<file path="src/rtl/writeback_unit.sv">
// Register-file write master: arbitrates ALU results against buffered load
// results, and tracks the destination registers of loads that are still in flight.
module writeback_unit #(
  parameter int unsigned XLEN       = 32,
  parameter int unsigned REG_AW     = 5,
  parameter int unsigned FIFO_DEPTH = 2
) (
  input  logic                     clk,
  input  logic                     rst_n,
  input  logic                     alu_valid,
  output logic                     alu_ready,
  input  logic [REG_AW-1:0]        alu_rd,
  input  logic [XLEN-1:0]          alu_data,
  input  logic                     mem_valid,
  output logic                     mem_ready,
  input  logic [REG_AW-1:0]        mem_rd,
  input  logic [XLEN-1:0]          mem_data,
  input  logic                     issue_ld,
  input  logic [REG_AW-1:0]        issue_rd,
  output logic [(1<<REG_AW)-1:0]   busy,
  output logic                     rf_we,
  output logic [REG_AW-1:0]        rf_a3,
  output logic [XLEN-1:0]          rf_wd3
);

  localparam int unsigned PW   = (FIFO_DEPTH > 1) ? $clog2(FIFO_DEPTH) : 1;
  localparam int unsigned CW   = $clog2(FIFO_DEPTH + 1);
  localparam int unsigned NREG = 1 << REG_AW;

  typedef struct packed {
    logic [REG_AW-1:0] rd;
    logic [XLEN-1:0]   data;
  } wb_entry_t;

  wb_entry_t         fifo_q [FIFO_DEPTH];
  logic [PW-1:0]     wr_ptr_q, wr_ptr_d;
  logic [PW-1:0]     rd_ptr_q, rd_ptr_d;
  logic [CW-1:0]     count_q, count_d;
  logic [NREG-1:0]   busy_q, busy_d;
  logic              rf_we_q;
  logic [REG_AW-1:0] rf_a3_q;
  logic [XLEN-1:0]   rf_wd3_q;

  logic      full, empty, alu_xfer, mem_xfer;
  logic      push, pop, sel_valid, sel_is_load, commit_we;
  wb_entry_t head, alu_entry, mem_entry, sel;

  assign full      = (count_q == CW'(FIFO_DEPTH));
  assign empty     = (count_q == '0);
  assign alu_ready = ~full;
  assign mem_ready = ~full;
  assign alu_xfer  = alu_valid & ~full;
  assign mem_xfer  = mem_valid & ~full;
  assign head      = fifo_q[rd_ptr_q];
  assign alu_entry = '{rd: alu_rd, data: alu_data};
  assign mem_entry = '{rd: mem_rd, data: mem_data};

  // Write-port arbitration: a full FIFO drains first, then ALU, then buffered loads, then bypass
  always_comb begin
    push        = 1'b0;
    pop         = 1'b0;
    sel_valid   = 1'b0;
    sel_is_load = 1'b0;
    sel         = head;
    if (full) begin
      sel_valid   = 1'b1;
      sel_is_load = 1'b1;
      pop         = 1'b1;
    end else if (alu_xfer) begin
      sel_valid = 1'b1;
      sel       = alu_entry;
      push      = mem_xfer;
    end else if (!empty) begin
      sel_valid   = 1'b1;
      sel_is_load = 1'b1;
      pop         = 1'b1;
      push        = mem_xfer;
    end else if (mem_xfer) begin
      sel_valid   = 1'b1;
      sel_is_load = 1'b1;
      sel         = mem_entry;
    end
  end

  assign commit_we = sel_valid & (sel.rd != '0);

  always_comb begin
    wr_ptr_d = push ? PW'(wr_ptr_q + PW'(1)) : wr_ptr_q;
    rd_ptr_d = pop  ? PW'(rd_ptr_q + PW'(1)) : rd_ptr_q;
    count_d  = CW'(count_q + CW'(push) - CW'(pop));
  end

  // Pending-load mask: a new issue overrides a commit to the same register
  always_comb begin
    busy_d = busy_q;
    if (sel_valid && sel_is_load) busy_d[sel.rd] = 1'b0;
    if (issue_ld) busy_d[issue_rd] = 1'b1;
    busy_d[0] = 1'b0;
  end

  always_ff @(posedge clk or negedge rst_n) begin
    if (!rst_n) begin
      wr_ptr_q <= '0;
      rd_ptr_q <= '0;
      count_q  <= '0;
      busy_q   <= '0;
      rf_we_q  <= 1'b0;
      rf_a3_q  <= '0;
      rf_wd3_q <= '0;
    end else begin
      wr_ptr_q <= wr_ptr_d;
      rd_ptr_q <= rd_ptr_d;
      count_q  <= count_d;
      busy_q   <= busy_d;
      rf_we_q  <= commit_we;
      if (commit_we) begin
        rf_a3_q  <= sel.rd;
        rf_wd3_q <= sel.data;
      end
    end
  end

  // Entry storage needs no reset; occupancy is tracked by count_q
  always_ff @(posedge clk) begin
    if (push) fifo_q[wr_ptr_q] <= mem_entry;
  end

  assign busy   = busy_q;
  assign rf_we  = rf_we_q;
  assign rf_a3  = rf_a3_q;
  assign rf_wd3 = rf_wd3_q;

endmodule

</file>
<file path="config.mk">
export PLATFORM = sky130hd
export DESIGN_NAME = writeback_unit
export DESIGN_NICKNAME = d
export VERILOG_FILES = /design/src/rtl/writeback_unit.sv
export SDC_FILE = /design/constraint.sdc
export NUM_CORES = 1
export LEC_CHECK = 0
export CAP_MARGIN = 15
export CORE_MARGIN = 1.5
export CORE_UTILIZATION = 53
export DETAILED_ROUTE_END_ITERATION = 12
export PLACE_DENSITY = 0.85
export RECOVER_POWER = 50
export SLEW_MARGIN = 20
export SYNTH_ARGS = -nofsm -noshare
export SYNTH_HDL_FRONTEND = slang
export SYNTH_SLANG_ARGS = --single-unit
</file>
<file path="constraint.sdc">
create_clock -name clk -period 9.18 [get_ports clk]
set_clock_uncertainty 0.15 [all_clocks]
set_input_delay 2.295 -clock clk [delete_from_list [all_inputs] [get_ports clk]]
set_output_delay 2.295 -clock clk [all_outputs]
set_load 0.1 [all_outputs]
</file>
# == Word-level counts from Yosys, hierarchy flattened ==
# Memory sizes are Yosys's and may differ from the RTL's.
# Cells that the tools add are included.
# word_totals
register_bits,73
ram_bits,74
inputBits,84
out_inout_bits,72
elab_cells,53
mem_count,1
# memory_table
name,words,word_bits,read_ports,rd_ports_with_merged_regs,wr,line,source
fifo_q,2,37,1,0,1,35,wb_entry_t fifo_q [FIFO_DEPTH];
# classes
n_addsub,4
magnitude_cmp,4
n_eq_ne,1
n_mux,24
bitwise_logic,7
reduce_logical,5
# ops
op,n
$mux W37,4
$mux W32,2
$and A32 B32 Y32,1
$not A32 Y32,1
$or A32 B32 Y32,1
$mux W1,16
$lt A5 B6 Y1 const B,2
$demux W1 S5,2
$ge A5 B1 Y1 const B,2
$reduce_bool A5 Y1,1
$and A1 B1 Y1,3
$logic_and A1 B1 Y1,3
$add A1 B1 Y1 const B,2
$add A2 B1 Y2,1
$eq A2 B2 Y1 const B,1
$logic_not A2 Y1,1
$sub A2 B1 Y2,1
$not A1 Y1,1

# == Longest topological paths before layout ==
# Gate-level depths: netlist of the first run.
# logic_depth
depth_word,16
ltp_mapped,11
depth_no_buf,7

# == Worst setup path after synthesis of the first run ==
# OpenSTA, ideal clock, no wires.
# synth_timing
path_type,in2reg
from,in alu_valid
to,"mem fifo_q[0][0] (netlist bit), enable pin"
setup_time_ns,0.431
arrival_ns,4.422
required_ns,8.599
setup_slack_ns,4.177
stages,4
path_buffers,1
cell_sequence,clkbuf_1 -> nor2b_1 -> o21ai_0 -> nor2_1
# synth_between
elab_chain_len,5
# synth_lines
item,line,source
from (decl),10,"input logic alu_valid,"
$and A1 B1 Y1,52,assign alu_xfer = alu_valid & ~full;
$mux W1,69,end else if (alu_xfer) begin
$mux W1,65,if (full) begin
$mux W1,125,if (push) fifo_q[wr_ptr_q] <= mem_entry;
$mux W1 (not written as such),125,
to (decl),35,
# No other way between the ends.

==> run metrics, run 1 <==
CTS tree yes; WL/cell 20.3 µm; WL final 16.5 mm; syn_area_per_cell 12.4 µm²; total track usage 0.267; Top FF cell, synth edfxtp_1; DIE WIDTH 112 µm; CP endpoint kind async pin; largest net degree at the start of global routing 74; Hold Crit Class reg -> reg; crit path buf inv count 1; DR iter-0 viols 459; die area 12500 µm²; CP Class in -> async; initial antenna violation count 2; GP Congestion 0.867; vias per cell 6.00; IO Port Bufs 154; most common cell after layout, fill and taps aside clkdlybuf4s50_1; layout cells sized above 1 0.0781; Root Buffer clkbuf_16; placed cell count 774; post-CTS setup buffers 0; kind of cell adding the most delay to the critical path buffers and inverters; Simple-Gate Fraction of Synth Area 0.0931; CP cell instances clkbuf_1; final worst setup slack 2920 ps; vias 4867; final std cells w/o fill 811; Syn Nets 590; nets@finish 739; startpoint types input pin; Final Slew Violations 74; first-pass GRT wire length 25.9 mm; peak fanout along the critical path 73; Post-synth EDFFs 74; unrepaired setup endpoints after global routing false; Initial Util 0.546; ANT nets after route 0; Post-CTS Hold Buffers 0; arrival time worst endpoint 5110 ps; Slew Limit Headroom -1.69; post-synthesis sequential area ratio 0.647; Seq. cell area 4050 µm²; final worst path period share 0.681; Slowest Stage Delay on Critical Path 2790 ps; failing checks capacitance limit, slew limit; DRC violations left 0; vias in the first global route 5032; Max Cap Viol 1; number of I/O pins 156; Synthesis Warnings 0; final-report hold violation count 0; biggest area consumer among synthesized cells edfxtp_1; Sum Neg Setup Slack 0 ps; Final min period 6260 ps; outcome finished with violations; max frequency 0.160 GHz; FP Rows 39; DRT Pass-1 Iters 5; Filler Cell Count 710; Synth top area share 0.355; clock latency on the worst-skew pair 410 ps; Unique masters post-synth 53; Die H 112 µm; total core area 11500 µm²; Yosys reg bits 147; Worst-path clk slew 60 ps; GRT Residual Overflow 0; asr flop ratio synth 0.497; maximum root-to-sink buffer count 2; Adder-Cell Fraction of Synth Area 0.00400; area grow syn2layout 36.7%; Final setup violation count 0; CTS H-tree depth 4; most frequent cells in the layout clkdlybuf4s50_1, o21ai_0, nand2_1, edfxtp_1, dfrtp_1; worst-margin pin slew 4040 ps; Multi-input gate area 2050 µm²; Place WS 3390 ps; largest family of logic cells by synthesized area compound AO/OA/AOI/OAI gates; post-synthesis xor/xnor area fraction 0.00560; clock sink total 147; synth top area cells edfxtp_1, dfrtp_1, o21ai_0; Compound-Gate Fraction of Synth Area 0.162; Req. time, crit path 8030 ps; Mapped Area 6260 µm²; CTS Buf Count 17; Mapped Cells 504; placed wire-length estimate 10.6 mm; Post-CTS Resized 0; mux cell area share after synthesis 0.0596; Slowest-stage cell, CP clkbuf_1
==> layer usage <==
layer | part of all wire | GRT usage | wire [µm] | up-vias
met2 | 0.49 | 0.434 | 8130 | 227
met3 | 0.080 | 0.0789 | 1320 | 29
met5 | 0 | 0 | 0 | -
li1 | - | - | - | 2194
met1 | 0.41 | 0.335 | 6700 | 2417
met4 | 0.021 | 0.118 | 347 | 0
==> through the flow <==
step	utilization	area [µm²]	hold WS (ps)
after global routing	0.746	8560	345
after detailed placement	0.686	7870	326
after floorplan	-	6260	318
after CTS	0.740	8490	339
final	0.746	8560	332
after global placement	0.686	7870	310
==> worst paths after layout <==
path / from / endpoint / slack [ps] / cells past startpoint
worst min-delay path: rf_wd3[29] / rf_wd3[29] / 330 / 2
worst max register to register: count_q[0] / rf_wd3[24] / 5920 / 8
worst min register to register: rf_wd3[29] / rf_wd3[29] / 330 / 2
worst max-delay path: rst_n / rd_ptr_q / 2920 / 1
min in group asynchronous: rst_n / busy[25] / 3150 / 1
max in group clk: alu_valid / rf_wd3[24] / 4070 / 8
==> flip-flops by register name (all words and copies together) (netlist names) <==
register	cells
busy	31
count_q	2
fifo_q	74
rd_ptr_q	1
rf_a3	5
rf_wd3	32
rf_we	1
wr_ptr_q	1
==> cell type report <==
class | count | share of cell area
clock inverters | 6 | 0.00687
multi-input cells | 322 | 0.240
flip-flops and latches | 147 | 0.474
inverters | 6 | 0.00263
diodes | 2 | 0.000585
well taps | 143 | 0.0209
clock buffers | 26 | 0.0658
repair buffers | 159 | 0.190
==> worst register-to-register path: cells and delay by family (launching register included) <==
family,cells,cell delay (ps)
buffers and inverters,2,750
DFF,1,640
AOI/OAI and AO/OA,5,1210
and+or+nand+nor,1,360
==> Yosys cell counts (2+ instances only) <==
| cell | count |
|---|---|
| o21ai_0 | 87 |
| nand2_1 | 76 |
| edfxtp_1 | 74 |
| dfrtp_1 | 73 |
| mux2i_1 | 35 |
| o221ai_1 | 32 |
| clkbuf_1 | 10 |
| o21ai_1 | 10 |
| nand3b_1 | 8 |
| nor2_1 | 8 |
| o31ai_1 | 8 |
| buf_2 | 7 |
| inv_1 | 6 |
| nand3_1 | 6 |
| buf_4 | 5 |
| a21oi_1 | 4 |
| buf_1 | 4 |
| nand2b_1 | 4 |
| nor2b_1 | 4 |
| xnor2_1 | 3 |
| a211oi_1 | 2 |
| a22o_1 | 2 |
| buf_6 | 2 |
| ha_1 | 2 |
| mux2_2 | 2 |
| nor3_1 | 2 |
| or3b_2 | 2 |
==> cell families after synthesis <==
logic type / Yosys count
flip-flops: 147
XOR/XNOR: 4
other: 1
AO/OA/AOI/OAI: 156
adder cells (fa/ha/maj): 2
multiplexers: 37
AND/OR/NAND/NOR: 122
buffers and inverters: 35
Power of run 1 is left out: the tool's default activity adds up to more than one toggle a clock period on the data nets, which glitch-free logic cannot reach.
==> run 2: changes to the inputs <==
--- a/config.mk
+++ b/config.mk
@@ -7,9 +7,9 @@
 export LEC_CHECK = 0
 export CAP_MARGIN = 15
 export CORE_MARGIN = 1.5
-export CORE_UTILIZATION = 53
+export CORE_UTILIZATION = 45
 export DETAILED_ROUTE_END_ITERATION = 12
-export PLACE_DENSITY = 0.85
+export PLACE_DENSITY = 0.77
 export RECOVER_POWER = 50
 export SLEW_MARGIN = 20
 export SYNTH_ARGS = -nofsm -noshare
==> constraint.sdc (replaced) <==
create_clock -name clk -period 5.55 [get_ports clk]
set_clock_uncertainty 0.15 [all_clocks]
set_input_delay 1.3875 -clock clk [delete_from_list [all_inputs] [get_ports clk]]
set_output_delay 1.3875 -clock clk [all_outputs]
set_load 0.1 [all_outputs]
==> run metrics, run 2 (same netlist as run 1, synthesis figures left out) <==
vias in the first global route 4675; reg-to-reg critical path endpoint rf_wd3[17]; hold slack 326 ps; Slowest Stage Delay on Critical Path 1200 ps; max frequency 0.242 GHz; Worst-path clk slew 60 ps; CTS tree yes; outcome finished with violations; crit path buf inv count 1; clock sink total 147; CP Class reg -> out; startpoint types register; CTS Buf Count 17; number of I/O pins 156; WL final 15.8 mm; IO Port Bufs 154; DRT Pass-1 Iters 5; largest net degree at the start of global routing 74; most frequent cells in the layout clkdlybuf4s50_1, o21ai_0, nand2_1, edfxtp_1, dfrtp_1; Req. time, crit path 4010 ps; Final Slew Violations 74; global routing usage on met2 0.347; Die H 121 µm; GRT Max-Usage Layer met2; final worst setup slack 1420 ps; worst-margin pin slew 1880 ps; DIE WIDTH 121 µm; Initial Util 0.467; GP Congestion 0.842; arrival time worst endpoint 2590 ps; worst setup path start count_q[0]; Place WS 1060 ps; grt met1 use 0.311; peak fanout along the critical path 17; worst setup path end alu_ready; CP endpoint kind output port; maximum root-to-sink buffer count 2; failing checks capacitance limit, slew limit; ANT nets after route 0; final-report hold violation count 0; Final setup violation count 0; first-pass GRT wire length 25.2 mm; DRC violations left 0; FP Rows 42; Critical Path Stages 2; GRT Residual Overflow 0; Post-CTS Resized 0; total track usage 0.226; fin util 0.637; layout cells sized above 1 0.0825; Sum Neg Setup Slack 0 ps; Reg2Reg Launch Point count_q[0]; DR iter-0 viols 461; post-CTS setup buffers 0; WL/cell 18.8 µm; Slowest-stage cell, CP clkdlybuf4s50_1; final worst path period share 0.744; met3 Track Usage GR 0.0663; Max Cap Viol 1; area grow syn2layout 36.3%; Root Buffer clkbuf_16; total core area 13400 µm²; die area 14600 µm²; Largest Register fifo_q; r2r worst-path depth 7; CP cell instances nand2b_1 > clkdlybuf4s50_1; Slew Limit Headroom -0.256; nets@finish 740; placed wire-length estimate 10.8 mm; kind of cell adding the most delay to the critical path buffers and inverters; vias per cell 5.57; unrepaired setup endpoints after global routing false; CTS H-tree depth 4; R2R setup slack 2470 ps; Largest register FFs 74; most common cell after layout, fill and taps aside clkdlybuf4s50_1; vias 4704; Hold Crit Class reg -> reg; Post-CTS Hold Buffers 0; Final min period 4130 ps; initial antenna violation count 1; clock latency on the worst-skew pair 420 ps
run 2: changes by cell type in the layout (fill, tap and decap cells not counted), moves of 3 or more:
cell and change:
clkbuf_16 -3, inv_6 +4, clkbuf_1 -3, clkbuf_8 -4, clkinvlp_4 +3, clkdlybuf4s50_1 +7, buf_4 +4, dlygate4sd3_1 -7
run 2: layout make-up:
| type | instances | area [µm²] |
|---|---|---|
| clock inverters | 15 | 181 |
| inverters | 6 | 22.5 |
| fillers | 986 | 4870 |
| multi-input cells | 322 | 2050 |
| flip-flops and latches | 147 | 4050 |
| repair buffers | 160 | 1580 |
| diodes | 1 | 2.50 |
| clock buffers | 17 | 425 |
| well taps | 176 | 220 |
run 2: worst reg2reg max path, cell delays in order, from the launching register on:
cell	delay, ps
dfrtp_1	630
nor2b_1	150
o21ai_4	520
a211o_1	440
o211ai_4	160
o21ai_4	140
buf_4	510
o21ai_0	240
run 2: how the worst min path moves through the flow:
stage / from / endpoint / slack (ps) / depth (start not counted)
2_1_floorplan: wr_ptr_q / wr_ptr_q / 320 / 1
3_3_place_gp: rf_wd3[22] / rf_wd3[22] / 310 / 2
3_5_place_dp: rf_wd3[18] / rf_wd3[18] / 320 / 2
4_1_cts: rf_wd3[18] / rf_wd3[18] / 330 / 2
5_1_grt: rf_wd3[22] / rf_wd3[22] / 350 / 2
6_report: rf_wd3[14] / rf_wd3[14] / 330 / 2
run 2: per-layer routing:
layer,part of all wire,vias to the layer above
met2,0.47,216
met1,0.43,2272
met4,0.015,0
met5,0,-
met3,0.084,18
li1,-,2198
run 2: per-stage QoR:
step,std cells,instance area (µm²)
2_1_floorplan,504,6260
3_3_place_gp,811,7940
3_5_place_dp,811,7940
4_1_cts,843,8550
5_1_grt,844,8530
6_report,844,8530
Power of run 2 is left out for the same reason.
